File: src/rtl/seq_detector_param.sv
// Serial pattern detector with overlap/non-overlap modes and a match counter.
// Optional macro SEQ_DET_CNT_SAT_EN: Counter saturates instead of wrapping.
module seq_detector_param #(
  parameter int                   PATTERN_W = 4,
  parameter logic [PATTERN_W-1:0] PATTERN   = 4'b1011,
  parameter int                   CNT_W     = 8
) (
  input  logic             clk,
  input  logic             rst,
  input  logic             Stream,
  input  logic             Valid,
  input  logic             Overlap,
  input  logic             Clear,
  output logic             Tone,
  output logic [CNT_W-1:0] Counter,
  output logic             o_dbg_state
);

  typedef enum logic {FILLING = 1'b0, ARMED = 1'b1} state_t;

  localparam int             FW   = $clog2(PATTERN_W + 1);
  localparam logic [FW-1:0]  FULL = FW'(PATTERN_W);

  state_t               r_state;
  logic [PATTERN_W-1:0] r_hist;
  logic [FW-1:0]        r_fill;
  logic                 r_tone;
  logic [CNT_W-1:0]     r_cnt;

  state_t               w_state_nxt;
  logic [PATTERN_W-1:0] w_hist_shift;
  logic [PATTERN_W-1:0] w_hist_nxt;
  logic [FW-1:0]        w_fill_inc;
  logic [FW-1:0]        w_fill_nxt;
  logic                 w_match;
  logic                 w_tone_nxt;
  logic [CNT_W-1:0]     w_cnt_nxt;

  // Valid/handshake: a sample is consumed on every rising edge where Valid=1;
  // there is no back-pressure, the detector accepts one bit per cycle.
  always_ff @(posedge clk) begin
    if (rst) begin
      r_state <= FILLING;
      r_hist  <= '0;
      r_fill  <= '0;
      r_tone  <= 1'b0;
      r_cnt   <= '0;
    end else begin
      r_state <= w_state_nxt;
      r_hist  <= w_hist_nxt;
      r_fill  <= w_fill_nxt;
      r_tone  <= w_tone_nxt;
      r_cnt   <= w_cnt_nxt;
    end
  end

  always_comb begin
    w_hist_shift = {r_hist[PATTERN_W-2:0], Stream};
    w_fill_inc   = (r_state == ARMED) ? FULL : r_fill + FW'(1);
    w_match      = Valid && (w_fill_inc == FULL) && (w_hist_shift == PATTERN);
    w_hist_nxt   = r_hist;
    w_fill_nxt   = r_fill;
    if (Valid) begin
      w_hist_nxt = w_hist_shift;
      // Non-overlapping mode restarts the fill so the next match needs fresh bits.
      w_fill_nxt = (w_match && !Overlap) ? '0 : w_fill_inc;
    end
    w_state_nxt = (w_fill_nxt == FULL) ? ARMED : FILLING;
  end

  always_comb begin
    w_tone_nxt = w_match;
    w_cnt_nxt  = r_cnt;
    if (Clear) begin
      w_cnt_nxt = '0;
    end else if (w_match) begin
`ifdef SEQ_DET_CNT_SAT_EN
      if (r_cnt != {CNT_W{1'b1}}) w_cnt_nxt = r_cnt + CNT_W'(1);
`else
      w_cnt_nxt = r_cnt + CNT_W'(1);
`endif
    end
  end

  assign Tone        = r_tone;
  assign Counter     = r_cnt;
  assign o_dbg_state = r_state;

endmodule
File: config.mk
export PLATFORM = sky130hd
export DESIGN_NAME = seq_detector_param
export DESIGN_NICKNAME = d
export VERILOG_FILES = /design/src/rtl/seq_detector_param.sv
export SDC_FILE = /design/constraint.sdc
export NUM_CORES = 1
export LEC_CHECK = 0
export BUFFER_PORTS_ARGS = -buffer_cell sky130_fd_sc_hd__buf_2
export CAP_MARGIN = 20
export CORE_MARGIN = 3
export CORE_UTILIZATION = 37
export DETAILED_ROUTE_END_ITERATION = 8
export RECOVER_POWER = 50
export SLEW_MARGIN = 20
export SYNTH_ARGS = -nofsm -noshare
export SYNTH_HDL_FRONTEND = slang
export SYNTH_SLANG_ARGS = --single-unit
File: constraint.sdc
create_clock -name clk -period 4.31 [get_ports clk]
set_clock_uncertainty 0.2 [all_clocks]
set_input_delay 0.2155 -clock clk [delete_from_list [all_inputs] [get_ports clk]]
set_output_delay 0.2155 -clock clk [all_outputs]
set_load 0.05 [all_outputs]
==> flow_summary.ini, run 1 <==
[detailed_routing]
dr.pass1.iters = 4
drt_iter0_drc = 7
wire_per_inst_microns = 12.2
drt_wl_total_microns = 1580
vias_per_cell = 5.35
drc = 0
dr_total_vias = 695
antenna_left = 0

[yosys]
synth_top_area_share_pct = 41.6
yosys.area_share.simple_pct = 25.0
yosysTopAreaCell = dfxtp_1
netlist_area_sq_um = 769
synth.avg_cell_area_sq_um = 8.84
synth_top_family_by_area = simple AND/OR/NAND/NOR gates
synth_nets = 95
yosys_warnings = 0
post_synth_num_cell_types = 31
synth_xor_area_share_pct = 1.14
synthAdderAreaFrac_pct = 3.25
synth_compound_area_share_pct = 18.9
netlist_instances = 87
yosys-top-cells-area = dfxtp_1, a21oi_1, o31ai_1
synth.area.mux_share_pct = 5.20
yosysSeqAreaShare_pct = 41.6
yosys_register_bits = 16

[sta]
clock.fmax_mhz = 461
timing.final.crit_period_ns = 2.17
relSlewSlack_pct = 60.8
hold_viol_final = 0
worstMarginPinSlew_ns = 0.591
slew_viol_final = 0
setup_violations = 0
rsz0062_at_grt = false
hold_slack_ns = 0.00501
fin_tns_setup_ns = 0
timing.final.crit_share_pct = 50.3

[cts]
cts_sinks = 16
tritoncts = yes
cts_root_buf = clkbuf_4
max-clock-path-buffers = 2
clk_pin_slew_ns = 0.10
htreeDepth = 1
clk_latency_ns = 0.29
cts_buffers = 3

[worst_hold_path]
hold-path-cell-count = 4
min_from = Clear
hp-class = primary input to register
hold_end = Counter[1]$_SDFFE_PP0N_

[final_layout]
syn_to_final_growth_pct = 19.2
fin_util_pct = 49.9
final_cell_mix = dfxtp_1, clkbuf_1, a21oi_1
finalNetCount = 114
drive_gt1_share_pct = 11.4
final_common_cell = dfxtp_1
num_antenna_cells = 0

[global_routing]
grtUsageTotal_pct = 13.4
grt_pass1_vias = 576
grt_max_degree = 19
grt_overflow = 0
antenna_found_initial = 0
grt_first_pass_wirelength_microns = 2590

[die]
initial_core_util_pct = 41.8
pin_count = 16
fp.dieArea_sq_um = 2660
die_y_microns = 51.6
core-area_sq_um = 1840
die_w_microns = 51.6
rows = 15

[power]
p_per_area_nw_per_um2 = 300
peakVddDrop_mv = 0.212
leakagePower_nw = 0.320

[outcome]
status = finished, final reports clean

[setup_path]
cp_data_required_time_ns = 4.34
reg2reg_from = r_fill[0]$_SDFF_PP0_
cp_data_arrival_time_ns = 2.20
reg2reg_to = Counter[5]$_SDFFE_PP0N_
cp-end-kind = register
critical_path_class = register to register
path_max_fanout = 13
r2r_slack_ns = 2.14
ff2ff_path_depth = 6
cp-start-kind = register

[run]
cap_violations = 0

[placement]
port_buffers = 15
dp_hpwl_microns = 1050
place_congestion = 0.724
[layer usage]
metal	share of wire, %	GRT usage (%)	up-vias	routed length, microns
li1	-	-	363	-
met1	44	15.1	307	698
met2	48	22.7	23	753
met3	7.6	6.02	2	120
met4	0.63	3.93	0	10
met5	0	0	-	0
[worst max-delay path, cell delays in order, from the launching register on]
cell and delay, ns:
dfxtp_1 0.35, ha_1 0.32, nor2b_1 0.16, o211ai_1 0.21, buf_4 0.25, or4_1 0.46
a21oi_1 0.15
[timing repair]
action,4_1_cts,5_1_grt
endpoints found under the hold margin,5,0
hold buffers,4,0
resized for setup,0,0
endpoints found under the setup margin,0,0
buffers inserted,0,0
[layout make-up]
type | count | area [sq um]
repair buffers | 20 | 110
clock buffers | 4 | 36.3
multi-input cells | 63 | 412
fillers | 199 | 922
well taps | 25 | 31.3
flip-flops and latches | 16 | 320
inverters | 2 | 7.51
[how the worst max path moves through the flow]
stage	startpoint	to	slack, ns	depth (start not counted)
finish	r_fill[0]$_SDFF_PP0_	Counter[5]$_SDFFE_PP0N_	2.14	6
global route	r_fill[0]$_SDFF_PP0_	Counter[5]$_SDFFE_PP0N_	1.97	6
global placement	r_fill[0]$_SDFF_PP0_	Counter[7]$_SDFFE_PP0N_	2.13	5
floorplan	o_dbg_state$_SDFF_PP0_	Counter[4]$_SDFFE_PP0N_	2.32	6
detailed placement	r_fill[0]$_SDFF_PP0_	Counter[5]$_SDFFE_PP0N_	2.03	5
CTS	r_fill[0]$_SDFF_PP0_	Counter[5]$_SDFFE_PP0N_	2.01	5
[kinds of logic (layout without fill, tap and decap cells)]
logic type | after synthesis | in the layout
muxes | 4 | 4
DFF | 16 | 16
and+or+nand+nor | 33 | 33
adders and majority gates | 2 | 2
AOI/OAI and AO/OA | 23 | 23
buffers and inverters | 8 | 26
xor gates and xnor gates | 1 | 1
[per-stage QoR]
stage	cells	area [sq um]	total power, mW	setup slack, ns
6_report	130	917	0.275	2.14
5_1_grt	130	917	0.288	1.97
4_1_cts	129	922	0.279	2.01
3_5_place_dp	121	846	0.175	2.03
3_3_place_gp	121	846	0.175	2.13
2_1_floorplan	87	769	0.171	2.32
[cell usage after synthesis, drive strengths merged]
master,number
dfxtp,16
a21oi,9
nor2,8
o31ai,6
clkbuf,5
or4,5
mux2i,4
nand3,4
nand2,3
o21ai,3
ha,2
inv,2
nor2b,2
o211ai,2
a211oi,1
and2,1
and3,1
and4,1
and4b,1
buf,1
nand2b,1
nand4,1
nor3,1
nor3b,1
o31a,1
o41ai,1
or2,1
or3,1
or4b,1
xnor2,1
[power by group]
part | internal, mW | total [mW] | switching [mW]
clock network | 0.0515 | 0.100 | 0.0485
logic | 0.0106 | 0.0220 | 0.0113
registers | 0.150 | 0.153 | 0.00252
[registers in the layout (all words and copies together), names as in the netlist]
signal       count
r_fill           3
o_dbg_state      1
Counter          8
r_hist           3
Tone             1
No activity file was read; power rests on OpenSTA's default activity.
==> run 2: changes to the inputs <==
ABC_AREA = 1   (was default)
clock period = 1.77 ns   (was 4.31 ns; I/O delays follow)
==> run 2 against run 1 <==
- power grew 140%
- routed wire length grew 0.25%
- sequential cell count is the same
- register-to-register slack lost 2.0 ns
- core utilization grew 3.5 points
- design area grew 7.1%
- synthesized cell count grew 28%
- critical path depth grew 1
- die area grew 0.43%
- sequential share of layout area shrank 2.1 points
- worst setup slack lost 2.0 ns
- critical path type unchanged
- critical endpoint is now Counter[0]$_SDFFE_PP0N_
- largest cell class unchanged
==> flow_summary.ini, run 2 <==
[outcome]
status = finished, final reports clean

[yosys]
yosys.area_share.simple_pct = 31.2
ys.flop_type = dfxtp_1
netlist_instances = 111
yosysSeqAreaShare_pct = 41.4
post_synth_num_cell_types = 18
yosys-top-cells-area = dfxtp_1, nand2_1, nor2_1
synthAdderAreaFrac_pct = 3.24
synth_top_area_share_pct = 41.4
yosysMostFrequentCell = nand2_1
synth_common_cells = nand2_1, nor2_1, dfxtp_1
synth.avg_cell_area_sq_um = 6.97
synth_nets = 119
yosys_warnings = 0
synth_top_family_by_area = simple AND/OR/NAND/NOR gates
yosysTopAreaCell = dfxtp_1
synth.area.mux_share_pct = 0
yosys_register_bits = 16
async_flop_share_pct = 0
netlist_area_sq_um = 773
synth_xor_area_share_pct = 2.27
synth_compound_area_share_pct = 12.6
synth_edf_count = 0

[global_routing]
grt_pass1_vias = 682
antenna_found_initial = 0
grt_max_degree = 9
grt_use_met3_pct = 5.16
gr-usage-met1_pct = 17.6
use_met2_pct = 21.0
grt_first_pass_wirelength_microns = 2740
busiest_layer = met2
grtUsageTotal_pct = 13.6
grt_overflow = 0

[setup_path]
cp_top_family = flip-flops
cp_data_required_time_ns = 1.78
cp_data_arrival_time_ns = 1.64
cp-end-kind = register
crit_chain = ha_4, a21oi_2, nand2_1, nor2_4, buf_4, o21ai_0, a21oi_1
critPathSlowestCell = dfxtp_1
cpPeakStageDelay_ns = 0.40
cp_num_buf_inv = 1
cp-start-kind = register
critical_path_class = register to register
path_max_fanout = 6

[placement]
dp_hpwl_microns = 1210
port_buffers = 15
place_congestion = 0.805
dpl_cell_area_sq_um = 886
place_ws_ns = 0.129

[die]
fp.dieArea_sq_um = 2670
die_w_microns = 51.7
rows = 15
die_y_microns = 51.7
initial_core_util_pct = 42.0
core-area_sq_um = 1840
pin_count = 16

[power]
p_per_area_nw_per_um2 = 669
p_int_uw = 490
peakVddDrop_mv = 0.547
p_comb_share_pct = 13.6
pwr-share-clk_pct = 28.3
leakagePower_nw = 0.419
p_switching_uw = 167
p_sw_share_pct = 25.4
seqPwrFrac_pct = 58.1

[sta]
clock.fmax_mhz = 613
worst_slack_ns = 0.138
fin_tns_setup_ns = 0
slew_viol_final = 0
timing.final.crit_period_ns = 1.63
relSlewSlack_pct = 60.3
hold_viol_final = 0
worstMarginPinSlew_ns = 0.598
setup_violations = 0
timing.final.crit_share_pct = 92.2

[cts]
htreeDepth = 1
cts_sinks = 16
cts_buffers = 3
cts_root_buf = clkbuf_4
clk_latency_ns = 0.28
tritoncts = yes
max-clock-path-buffers = 2
clk_pin_slew_ns = 0.09

[final_layout]
num_antenna_cells = 0
fillers = 215
design_area_sq_um = 982
final_cell_mix = nand2_1, nor2_1, inv_1
largest_register_ffs = 8
fin_util_pct = 53.4
final_common_cell = nand2_1
syn_to_final_growth_pct = 27.0
drive_gt1_share_pct = 15.3
finalNetCount = 147

[detailed_routing]
drc = 0
vias_per_cell = 4.57
antenna_left = 0
drt_wl_total_microns = 1590
drt_iter0_drc = 14
dr.pass1.iters = 4
wire_per_inst_microns = 9.80
dr_total_vias = 740

[run]
cap_violations = 0

[worst_hold_path]
hp-class = register to register
run 2: layout make-up:
cell class	instances	area [sq um]	area share (%)
Sequential cell	16	323	32.9
Inverter	16	60.1	6.11
Multi-Input combinational cell	78	398	40.5
Tap cell	25	31.3	3.18
Clock buffer	3	22.5	2.29
Timing Repair Buffer	24	148	15.0
run 2: metrics by stage:
| stage | total power [mW] | hold WS (ns) | cells |
|---|---|---|---|
| finish | 0.657 | 0.264 | 162 |
| global route | 0.697 | 0.287 | 162 |
| floorplan | 0.440 | -0.0391 | 111 |
| global placement | 0.462 | 0.131 | 152 |
| CTS | 0.664 | 0.268 | 161 |
| detailed placement | 0.463 | 0.140 | 152 |
run 2: routing by layer:
metal,up-vias,routed length [microns],part of all wire (%)
li1,401,-,-
met2,18,686,43
met3,2,94,5.9
met4,0,12,0.76
met5,-,0,0
met1,319,794,50
run 2: final timing paths:
check	start	to	slack (ns)	cells past startpoint
max	r_fill[0]$_SDFF_PP0_	Counter[0]$_SDFFE_PP0N_	0.14	7
min	Counter[0]$_SDFFE_PP0N_	Counter[0]$_SDFFE_PP0N_	0.26	1
max reg2reg	r_fill[0]$_SDFF_PP0_	Counter[0]$_SDFFE_PP0N_	0.14	7
min reg2reg	Counter[0]$_SDFFE_PP0N_	Counter[0]$_SDFFE_PP0N_	0.26	1
run 2: kinds of logic (layout without fill, tap and decap cells):
family	count (synthesis)	in the layout
buf+inv	17	43
compound gates	18	18
xor+xnor	2	2
flops	16	16
simple gates	56	56
fa+ha+maj	2	2
run 2: power groups by stage:
stage,logic [mW],clock network [mW],registers [mW]
after floorplan,0.0480,0,0.392
after global placement,0.0738,0,0.388
after detailed placement,0.0746,0,0.388
after CTS,0.0853,0.199,0.380
after global routing,0.103,0.211,0.383
final,0.0896,0.186,0.381
run 2: repair_timing:
action	4_1_cts	5_1_grt
hold buffers	6	0
buffers inserted	0	1
resized for setup	0	2
hold endpoints to repair	16	0
setup endpoints to repair	0	6
run 2: worst register-to-register path, delay by kind of cell (launching register included):
family	cells	cell delay (ns)
flops	1	0.40
compound gates	3	0.31
simple gates	2	0.26
fa+ha+maj	1	0.23
buf+inv	1	0.15
==> run 3: changes to the inputs <==
clock period = 2 ns   (was 1.77 ns; I/O delays follow)
==> run 3 against run 2 <==
- non-clock buffer count fell by 3
- cell count is 1.9% lower
- core utilization shrank 2.3 points
- power is 13% lower
- sequential power is 12% lower
- sequential share of layout area increased by 1.2 points
- hold slack improved by 0.037 ns
- via count is 0.81% lower
- worst setup slack gained 0.088 ns
- register-to-register slack better by 0.11 ns
- design area fell by 4.3%
- sequential cell count unchanged
- largest cell class unchanged
- largest power group unchanged
==> flow_summary.ini, run 3 (synthesized netlist as in run 2, its figures left out) <==
[cts]
cts_root_buf = clkbuf_4
clk_pin_slew_ns = 0.09
tritoncts = yes
clk_latency_ns = 0.28
cts_sinks = 16
max-clock-path-buffers = 2
htreeDepth = 1
cts_buffers = 3

[die]
fp.dieArea_sq_um = 2670
die_y_microns = 51.7
pin_count = 16
rows = 15
die_w_microns = 51.7
core-area_sq_um = 1840
initial_core_util_pct = 42.0

[detailed_routing]
wire_per_inst_microns = 9.62
drt_wl_total_microns = 1530
drt_iter0_drc = 17
drc = 0
antenna_left = 0
dr_total_vias = 734
top_layer_used = met4
dr.pass1.iters = 4
met3_length_microns = 116
met1_length_microns = 797
vias_per_cell = 4.62
met2WireLength_microns = 603

[final_layout]
fillers = 214
largest_register_ffs = 8
drive_gt1_share_pct = 8.96
finalNetCount = 144
design_area_sq_um = 940
final_cell_mix = nand2_1, nor2_1, dfxtp_1, inv_1, a21oi_1
syn_to_final_growth_pct = 21.5
num_antenna_cells = 0
final_common_cell = nand2_1

[sta]
hold_viol_final = 0
worstMarginPinSlew_ns = 0.606
relSlewSlack_pct = 59.8
setup_violations = 0
clock.fmax_mhz = 564
hold_slack_ns = 0.301
slew_viol_final = 0
rsz0062_at_grt = false
fin_tns_setup_ns = 0
timing.final.crit_period_ns = 1.77
timing.final.crit_share_pct = 88.7

[global_routing]
grt_overflow = 0
grt_pass1_vias = 651
grt_first_pass_wirelength_microns = 2790
grtUsageTotal_pct = 14.0
antenna_found_initial = 0
grt_max_degree = 14

[worst_hold_path]
min_from = r_hist[2]$_SDFFE_PP0P_
hold_end = r_hist[2]$_SDFFE_PP0P_
hold-path-cell-count = 2
hp-class = register to register

[setup_path]
ff2ff_path_depth = 7
cp-end-kind = register
cp_data_arrival_time_ns = 1.76
critical_path_class = primary input to register
r2r_slack_ns = 0.25
cp_data_required_time_ns = 1.98
cp-start-kind = primary input
path_max_fanout = 13
reg2reg_to = Counter[1]$_SDFFE_PP0N_
reg2reg_from = r_fill[0]$_SDFF_PP0_

[power]
leakagePower_nw = 0.400
finalPower_uw = 573
peakVddDrop_mv = 0.459
p_per_area_nw_per_um2 = 609

[outcome]
status = finished, final reports clean

[placement]
dp_hpwl_microns = 1170
port_buffers = 15
place_congestion = 0.808
dpl_cell_area_sq_um = 868

[run]
cap_violations = 0
==> run 3: changes by cell type in the layout (fill, tap and decap cells not counted), sizes merged <==
cell,previous run,this run
buf,10,6
clkbuf,11,12
==> run 3: worst max-delay path: stages <==
cell and delay (ns):
dlygate4sd3_1 0.52, buf_2 0.16, inv_1 0.15, nor2_4 0.14
nand3b_2 0.10, nor2_4 0.27, inv_1 0.15, nor2_1 0.11
nor2_1 0.05
==> run 3: final cells by class <==
class,count,area [sq um],share of cell area (%)
sequential,16,320,34.1
tap,25,31.3,3.33
multi-input combinational,78,382,40.6
inverter,16,60.1,6.39
timing repair buffer,21,124,13.2
clock buffer,3,22.5,2.40
==> run 3: report_power, final <==
part	switching, mW	internal (mW)
logic	0.0422	0.0321
clock network	0.0923	0.0698
registers	0.00743	0.329
total	0.142	0.431
==> run 3: what timing repair did <==
action | in CTS | in global routing
resized for setup | 0 | 0
hold buffers | 6 | 0
hold endpoints to repair | 16 | 0
buffers inserted | 0 | 0
==> run 3: worst max path at each step <==
| stage | depth (start not counted) | startpoint | endpoint |
|---|---|---|---|
| 2_1_floorplan | 7 | Counter[0]$_SDFFE_PP0N_ | Counter[6]$_SDFFE_PP0N_ |
| 3_3_place_gp | 7 | r_fill[0]$_SDFF_PP0_ | Counter[1]$_SDFFE_PP0N_ |
| 3_5_place_dp | 7 | r_fill[0]$_SDFF_PP0_ | Counter[1]$_SDFFE_PP0N_ |
| 4_1_cts | 7 | r_fill[0]$_SDFF_PP0_ | Counter[1]$_SDFFE_PP0N_ |
| 5_1_grt | 7 | r_fill[0]$_SDFF_PP0_ | Counter[7]$_SDFFE_PP0N_ |
| 6_report | 9 | Valid | Counter[1]$_SDFFE_PP0N_ |
==> run 3: per-stage QoR <==
stage / setup slack [ns] / util [%] / instances
final: 0.226 / 51.1 / 159
after global routing: 0.0480 / 51.1 / 159
after CTS: 0.244 / 51.7 / 159
after detailed placement: 0.267 / 47.2 / 150
after global placement: 0.302 / 47.2 / 150
after floorplan: 0.206 / - / 111
==> run 3: routing by layer <==
metal,up-vias,global-route usage (%)
met3,2,6.59
met2,26,19.1
met1,311,19.3
met5,-,0
met4,0,3.93
li1,395,-
